File: src/rtl/pipe_add_sub_pkg.sv
// Shared constants, op encoding and parameter-legality check for the
// pipelined add/subtract unit.
`ifndef PIPE_ADD_SUB_PKG_SV
`define PIPE_ADD_SUB_PKG_SV

// Elaboration-time guard: the operand must split into equal, non-empty chunks.
`define PIPE_ADD_SUB_CHECK_PARAMS(W, S) \
  if ((S) < 1 || (S) > (W) || ((W) % (S)) != 0) begin : g_bad_params \
    $error("pipe_add_sub: WIDTH must be a multiple of STAGES and 1 <= STAGES <= WIDTH"); \
  end

package pipe_add_sub_pkg;

  localparam int DEFAULT_WIDTH  = 32;
  localparam int DEFAULT_STAGES = 4;

  typedef enum logic {
    OP_ADD = 1'b0,
    OP_SUB = 1'b1
  } op_e;

  function automatic int chunk_width(input int width, input int stages);
    return width / stages;
  endfunction

endpackage

`endif

File: src/rtl/pipe_add_sub_stage.sv
// One registered C-bit slice of the carry chain. It also exposes the carry
// into its own MSB so the top slice can form the signed-overflow flag.
module add_pipe_stage
  import pipe_add_sub_pkg::*;
#(
  parameter int C = 8
) (
  input  logic         clk,
  input  logic         rst,
  input  logic         en,
  input  logic         valid_in,
  input  logic [C-1:0] a_chunk,
  input  logic [C-1:0] b_chunk,
  input  logic         carry_in,
  output logic [C-1:0] sum_chunk,
  output logic         carry_out,
  output logic         carry_msb,
  output logic         valid_out
);

  logic [C:0] full;
  logic       cmsb_next;

  assign full = {1'b0, a_chunk} + {1'b0, b_chunk} + {{C{1'b0}}, carry_in};
  // The sum MSB is a^b^carry_into_msb, so the carry into the MSB falls out of it.
  assign cmsb_next = full[C-1] ^ a_chunk[C-1] ^ b_chunk[C-1];

  always_ff @(posedge clk) begin
    if (rst) begin
      sum_chunk <= '0;
      carry_out <= 1'b0;
      carry_msb <= 1'b0;
      valid_out <= 1'b0;
    end else if (en) begin
      sum_chunk <= full[C-1:0];
      carry_out <= full[C];
      carry_msb <= cmsb_next;
      valid_out <= valid_in;
    end
  end

endmodule

File: src/rtl/pipe_add_sub.sv
// Pipelined WIDTH-bit add/subtract: STAGES chained chunk adders with operand
// skew in front, sum de-skew behind, and a flag/result register at the output.
module pipe_add_sub
  import pipe_add_sub_pkg::*;
#(
  parameter int WIDTH  = DEFAULT_WIDTH,
  parameter int STAGES = DEFAULT_STAGES
) (
  input  logic             clk,
  input  logic             rst,
  input  logic             in_valid,
  output logic             in_ready,
  input  logic [WIDTH-1:0] a,
  input  logic [WIDTH-1:0] b,
  input  logic             cin,
  input  logic             sub,
  output logic             out_valid,
  input  logic             out_ready,
  output logic [WIDTH-1:0] sum,
  output logic             cout,
  output logic             ovf,
  output logic             zero
);

  localparam int C = chunk_width(WIDTH, STAGES);

  `PIPE_ADD_SUB_CHECK_PARAMS(WIDTH, STAGES)

  // Handshake: a transfer happens on a rising edge where valid && ready are both
  // high. The whole pipe moves in lockstep on adv; when the output holds an
  // unconsumed result every register (bubbles included) freezes, so in_ready
  // drops and sum/flags stay stable until out_ready is seen.
  logic                    adv;
  logic                    do_sub;
  logic                    carry0;
  logic [WIDTH-1:0]        b_eff;
  logic [WIDTH-1:0]        sum_aligned;
  logic [STAGES-1:0][C-1:0] stage_sum;
  logic [STAGES-1:0]       stage_cout;
  logic [STAGES-1:0]       stage_valid;
  logic                    last_cmsb;

  assign adv      = !out_valid || out_ready;
  assign in_ready = adv;
  assign do_sub   = (op_e'(sub) == OP_SUB);
  assign b_eff    = do_sub ? ~b : b;
  assign carry0   = do_sub ? 1'b1 : cin;

  for (genvar k = 0; k < STAGES; k++) begin : g_stage
    localparam int ODLY = STAGES - 1 - k;

    logic [C-1:0] a_in;
    logic [C-1:0] b_in;
    logic         c_in;
    logic         v_in;
    logic         cmsb;

    if (k == 0) begin : g_head
      assign a_in = a[C-1:0];
      assign b_in = b_eff[C-1:0];
      assign c_in = carry0;
      assign v_in = in_valid;
    end else begin : g_skew
      // Chunk k is consumed k cycles after acceptance, so it waits in a k-deep line.
      logic [C-1:0] a_dly [k];
      logic [C-1:0] b_dly [k];

      always_ff @(posedge clk) begin
        if (rst) begin
          for (int d = 0; d < k; d++) begin
            a_dly[d] <= '0;
            b_dly[d] <= '0;
          end
        end else if (adv) begin
          a_dly[0] <= a[k*C +: C];
          b_dly[0] <= b_eff[k*C +: C];
          for (int d = 1; d < k; d++) begin
            a_dly[d] <= a_dly[d-1];
            b_dly[d] <= b_dly[d-1];
          end
        end
      end

      assign a_in = a_dly[k-1];
      assign b_in = b_dly[k-1];
      assign c_in = stage_cout[k-1];
      assign v_in = stage_valid[k-1];
    end

    add_pipe_stage #(
      .C (C)
    ) u_stage (
      .clk       (clk),
      .rst       (rst),
      .en        (adv),
      .valid_in  (v_in),
      .a_chunk   (a_in),
      .b_chunk   (b_in),
      .carry_in  (c_in),
      .sum_chunk (stage_sum[k]),
      .carry_out (stage_cout[k]),
      .carry_msb (cmsb),
      .valid_out (stage_valid[k])
    );

    if (k == STAGES - 1) begin : g_msb
      assign last_cmsb = cmsb;
    end else begin : g_low
      logic unused_cmsb;
      assign unused_cmsb = cmsb;
    end

    if (ODLY == 0) begin : g_direct
      assign sum_aligned[k*C +: C] = stage_sum[k];
    end else begin : g_oskew
      // Early chunks finish first and wait here until the top chunk catches up.
      logic [C-1:0] s_dly [ODLY];

      always_ff @(posedge clk) begin
        if (rst) begin
          for (int d = 0; d < ODLY; d++) begin
            s_dly[d] <= '0;
          end
        end else if (adv) begin
          s_dly[0] <= stage_sum[k];
          for (int d = 1; d < ODLY; d++) begin
            s_dly[d] <= s_dly[d-1];
          end
        end
      end

      assign sum_aligned[k*C +: C] = s_dly[ODLY-1];
    end
  end

  // Result data only loads for real ops, so bubbles never disturb the outputs.
  always_ff @(posedge clk) begin
    if (rst) begin
      out_valid <= 1'b0;
      sum       <= '0;
      cout      <= 1'b0;
      ovf       <= 1'b0;
      zero      <= 1'b0;
    end else if (adv) begin
      out_valid <= stage_valid[STAGES-1];
      if (stage_valid[STAGES-1]) begin
        sum  <= sum_aligned;
        cout <= stage_cout[STAGES-1];
        ovf  <= last_cmsb ^ stage_cout[STAGES-1];
        zero <= (sum_aligned == '0);
      end
    end
  end

endmodule

File: config.mk
export PLATFORM = sky130hd
export DESIGN_NAME = pipe_add_sub
export DESIGN_NICKNAME = d
export VERILOG_FILES = /design/src/rtl/pipe_add_sub_pkg.sv /design/src/rtl/pipe_add_sub_stage.sv /design/src/rtl/pipe_add_sub.sv
export SDC_FILE = /design/constraint.sdc
export NUM_CORES = 1
export LEC_CHECK = 0
export ABC_AREA = 1
export CORE_ASPECT_RATIO = 1.4
export CORE_MARGIN = 2
export CORE_UTILIZATION = 50
export DETAILED_ROUTE_END_ITERATION = 12
export PLACE_DENSITY = 0.81
export SLEW_MARGIN = 20
export SYNTH_ARGS = -nofsm -noshare
export SYNTH_HDL_FRONTEND = slang
export SYNTH_SLANG_ARGS = --single-unit
File: constraint.sdc
create_clock -name clk -period 10.3 [get_ports clk]
set_clock_uncertainty 0.2 [all_clocks]
set_input_delay 2.06 -clock clk [delete_from_list [all_inputs] [get_ports clk]]
set_output_delay 2.06 -clock clk [all_outputs]
set_load 0.03 [all_outputs]
After elaboration in Yosys (flattened, before gate mapping)
Memories as Yosys holds them, arrays and structs flattened.
Cells that the tools add are included.
{ "op_classes": {"n_addsub": 8, "mux": 28, "bitwise": 19, "n_reduce_logical": 7} }
{ "op_table": {"columns": ["operator", "n"], "rows": [
  ["8-bit 2-to-1 mux", 18],
  ["8-bit by 8-bit adder with 9-bit output", 4],
  ["9-bit by 1-bit adder with 9-bit output", 4],
  ["32-bit logical NOT", 1],
  ["32-bit 2-to-1 mux", 1],
  ["32-bit NOT", 1],
  ["8-bit OR reduction", 3],
  ["1-bit bitwise OR", 15],
  ["1-bit 2-to-1 mux", 9],
  ["1-bit bitwise XOR", 3],
  ["2-bit AND reduction", 1],
  ["1-bit logical NOT", 1],
  ["1-bit logical OR", 1]
]} }
{ "totals": {"ff_bits": 77, "ram_bits": 144, "in_bits": 70, "out_inout_bits": 37, "word_cells": 89, "mem_count": 9} }
{ "memory_table": {"columns": ["memory", "depth", "width", "rd", "rd_clocked_by_memory_dff", "write_ports", "line", "source"], "rows": [
  ["g_stage[0].g_oskew.s_dly", 3, 8, 3, 0, 3, "pipe_add_sub.sv:117", "logic [C-1:0] s_dly [ODLY];"],
  ["g_stage[3].g_skew.a_dly", 3, 8, 3, 0, 3, "pipe_add_sub.sv:65", "logic [C-1:0] a_dly [k];"],
  ["g_stage[3].g_skew.b_dly", 3, 8, 3, 0, 3, "pipe_add_sub.sv:66", "logic [C-1:0] b_dly [k];"],
  ["g_stage[1].g_oskew.s_dly", 2, 8, 2, 0, 2, "pipe_add_sub.sv:117", null],
  ["g_stage[2].g_skew.a_dly", 2, 8, 2, 0, 2, "pipe_add_sub.sv:65", null],
  ["g_stage[2].g_skew.b_dly", 2, 8, 2, 0, 2, "pipe_add_sub.sv:66", null],
  ["+3 memories", null, null, null, null, null, null, null]
]} }

Longest topological paths before layout
{ "depth": {"word_depth": 7, "mapped_depth": 12, "depth_no_buf": 10} }

Modules after synthesis
A second synthesis with hierarchy kept.
{ "hier_totals": {"cells_unflattened": 1112, "hier_area_um2": 10297.4} }
{ "by_module_without_submodules": {"columns": ["mod", "n_inst", "cells_per_inst", "area_each_um2", "seq_area_each_um2"], "rows": [
  ["pipe_add_sub", 1, 645, 7120.6, 5044.8],
  ["add_pipe_stage at g_stage[0].u_stage ...", 3, 117, 784.5, 220.2],
  ["add_pipe_stage at g_stage[3].u_stage", 1, 116, 823.3, 220.2]
]} }

Least setup slack after synthesis
No wires, ideal clock.
{ "synth_path": {"path_kind": "input port to flip-flop", "start": "input port rst", "end": "register out_valid", "setup_ns": 0.239, "t_arrival_ns": 4.293, "required_time_ns": 9.861, "path_slack_ns": 5.568, "stages": 4, "n_path_buf": 1, "path_cell_list": "inv_2 > nand2_1 > buf_2 > o21ai_0"} }
{ "synth_lines": {"columns": ["element", "line", "source"], "rows": [
  ["from (decl)", "pipe_add_sub.sv:10", "input logic rst,"],
  ["to (signal assigned)", "pipe_add_sub.sv:145", "out_valid <= stage_valid[STAGES-1];"],
  ["to (decl)", "pipe_add_sub.sv:17", "output logic out_valid,"]
]} }

Worst setup path in the final report
{ "layout_path": {"start": "input port out_ready", "end": "output port in_ready"} }
{ "layout_via": {"elab_chain_cells": 1} }
{ "layout_rtl": {"columns": ["element", "line", "source"], "rows": [
  ["from (decl)", "pipe_add_sub.sv:18", "input logic out_ready,"],
  ["1-bit logical OR", "pipe_add_sub.sv:43", "assign adv = !out_valid || out_ready;"],
  ["to (decl)", "pipe_add_sub.sv:12", "output logic in_ready,"]
]} }
Every way passes these cells.

==> summary.md <==
| Metric | Value |
|---|---|
| Outcome | completed |
| Most frequent cells in the layout | inv_1 (193), nor2_1 (188), edfxtp_1 (144), clkdlybuf4s50_1 (105), nand2_1 (86) |
| Sequential share of the synthesized area | 0.602 |
| Post-cts sizing count | 0 |
| Switch share | 0.218 |
| Initial DRT Pass Iterations | 7 |
| DRC viols | 0 |
| Final hold vios | 0 |
| Internal power | 0.00159 W |
| Met2 WL | 8390 µm |
| Cts hold-fix bufs | 0 |
| CTS buffer count | 22 |
| Leak pwr | 5.02 nW |
| DIE AREA | 20600 µm² |
| DP HPWL | 10900 µm |
| Total GRT Usage | 0.162 |
| Layout cells sized above 1 | 0.0487 |
| Syn Area/Cell | 9.79 µm² |
| Final core utilization | 0.611 |
| Post-synthesis register bit count | 221 |
| Max Root-Sink Buffers | 3 |
| Setup TNS | 0 ns |
| Die Span X | 122 µm |
| Crit share post-route | 0.555 |
| Clk_lat worst skew | 0.49 ns |
| Setup CP Type | input port to output port |
| Flop pwr share | 0.500 |
| Uppermost routed layer | met4 |
| First-pass GRT wire length | 27200 µm |
| Per-cell routed wire length | 12.2 µm |
| ANT nets after route | 0 |
| DR vias | 6472 |
| Peak supply drop | 0.102 mV |
| Max cap viols | 0 |
| IO Pins | 107 |
| Core ar. | 19100 µm² |
| Commonest non-fill, non-tap cell in the layout | inv_1 |
| Unique masters post-synth | 30 |
| Achievable Freq | 175 MHz |
| Vias in the first global route | 6118 |
| Clk sinks | 221 |
| Mapped Nets | 1101 |
| Antenna violations before repair | 0 |
| Slew headroom | 0.355 |
| CTS tree | yes |
| Setup Buffers After CTS | 0 |
| GPL Wtd Cong | 0.796 |
| Power share of the clock group | 0.404 |
| Layout area overhead | 20.1% |
| Std cell rows | 60 |
| Initial Util | 0.509 |
| Synthesized area | 9740 µm² |
| Worst-path clk slew | 0.06 ns |
| Combinational power share | 0.096 |
| Yosys warning count | 0 |
| Worst EP required | 8.04 ns |
| Mapped Cells | 995 |
| Met3 Routed Length | 922 µm |
| RSZ-0062 raised after global routing | false |
| Fin crit period | 5.71 ns |
| Min-Delay Path Class | register to register |
| Max Slew Vio Count | 0 |
| Die H | 169 µm |
| Largest net degree at the start of global routing | 114 |
| Gr ovfl total | 0 |
| Startpoint types | input port |
| Overall routed net length | 16500 µm |
| CTS root buf | clkbuf_16 |
| Clock H-tree levels | 1 |
| Iter 0 DRT Violations | 510 |
| Post-DR vias/cell | 4.77 |
| Worst Setup End Kind | output port |
| Worst Max-Slew Pin Slew | 0.968 ns |
| P_sw | 0.000442 W |
| Final #Nets | 1199 |
| Power Dens Cells | 173 nW/µm² |
| WP data arrival | 3.45 ns |
| Port Buffer Count | 106 |
| Final setup viols | 0 |
| CP max FO | 5 |
| Antenna diodes | 0 |
| DRT met1 WL | 6770 µm |
==> critical path, cell delays in order <==
cell             delay [ns]
clkdlybuf4s50_1        0.51
nor2_4                 0.08
inv_2                  0.12
clkdlybuf4s50_1        0.68
==> power groups by stage <==
stage	registers, W	logic [W]	clock network, W
after global routing	0.00102	0.000221	0.000869
after CTS	0.00102	0.000194	0.000834
after floorplan	0.00104	0.000126	0
after global placement	0.00103	0.000185	0
final	0.00102	0.000194	0.000820
after detailed placement	0.00103	0.000191	0
==> per-layer routing <==
layer,vias up,GRT usage
met2,167,0.291
met1,2902,0.194
met3,33,0.0242
li1,3370,-
met4,0,0.0600
met5,-,0
==> flip-flops by register name, indices dropped and copies added, names as in the netlist <==
| signal | flops |
|---|---|
| g_stage.u_stage.carry_out | 4 |
| g_stage.u_stage.valid_out | 4 |
| g_stage.u_stage.sum_chunk | 32 |
| sum | 32 |
| g_stage.u_stage.carry_msb | 1 |
| g_stage.g_skew.b_dly | 48 |
| g_stage.g_oskew.s_dly | 48 |
| out_valid | 1 |
| ovf | 1 |
| g_stage.g_skew.a_dly | 48 |
| cout | 1 |
| zero | 1 |
==> final cells by class <==
type                    instances  area (µm²)
flip-flops and latches        221        5870
clock buffers                  29         628
well taps                     248         310
clock inverters                11         133
multi-input cells             540        2920
fillers                      1510        7440
repair buffers                110        1110
inverters                     198         743
==> through the flow <==
step | instances | hold slack [ns] | power (W) | worst slack [ns] | area [µm²]
detailed placement | 1316 | 0.247 | 0.00123 | 4.61 | 10900
global route | 1357 | 0.289 | 0.00211 | 4.55 | 11700
finish | 1357 | 0.268 | 0.00203 | 4.59 | 11700
global placement | 1316 | 0.242 | 0.00122 | 4.62 | 10900
CTS | 1356 | 0.271 | 0.00204 | 4.60 | 11700
floorplan | 995 | 0.228 | 0.00116 | 5.57 | 9740
==> path summary, 6_finish.rpt <==
| kind | start | end | cells after the start | slack [ns] |
|---|---|---|---|---|
| max reg2reg | out_valid$_SDFFE_PP0N_ | g_stage[3].u_stage.carry_out$_SDFFE_PP0N_ | 8 | 7.82 |
| min | g_stage[2].u_stage.sum_chunk[7]$_SDFFE_PP0N_ | g_stage[2].u_stage.sum_chunk[7]$_SDFFE_PP0N_ | 2 | 0.27 |
| max | out_ready | in_ready | 4 | 4.59 |
| min reg2reg | g_stage[2].u_stage.sum_chunk[7]$_SDFFE_PP0N_ | g_stage[2].u_stage.sum_chunk[7]$_SDFFE_PP0N_ | 2 | 0.27 |
==> Yosys cell counts <==
master,count,share of area
a21o_1,1,0.00077
nand2_1,87,0.034
o22ai_1,17,0.011
dfxtp_1,77,0.16
nand4_1,9,0.0058
o21ai_0,62,0.032
buf_2,11,0.0057
inv_1,193,0.074
xnor2_1,27,0.024
ha_1,28,0.036
inv_2,5,0.0019
a21bo_2,1,0.0010
o21ai_1,2,0.0010
xor2_1,11,0.0099
a31oi_1,1,0.00064
and2_2,1,0.00077
buf_4,17,0.013
fa_1,8,0.016
a21oi_1,53,0.027
clkbuf_1,4,0.0015
nor2_4,2,0.0023
or2_2,2,0.0013
o21bai_1,2,0.0015
nor2_1,188,0.072
buf_6,3,0.0035
nand2_2,2,0.0013
clkbuf_2,1,0.00051
nand3_1,32,0.016
nor3_1,4,0.0021
edfxtp_1,144,0.44
==> logic make-up after synthesis <==
group,share of synthesized area
adder cells (fa/ha/maj),0.0524
flip-flops,0.602
AO/OA/AOI/OAI,0.0750
AND/OR/NAND/NOR,0.136
XOR/XNOR,0.0342
buffers and inverters,0.101
No activity file was read; power rests on OpenSTA's default activity.
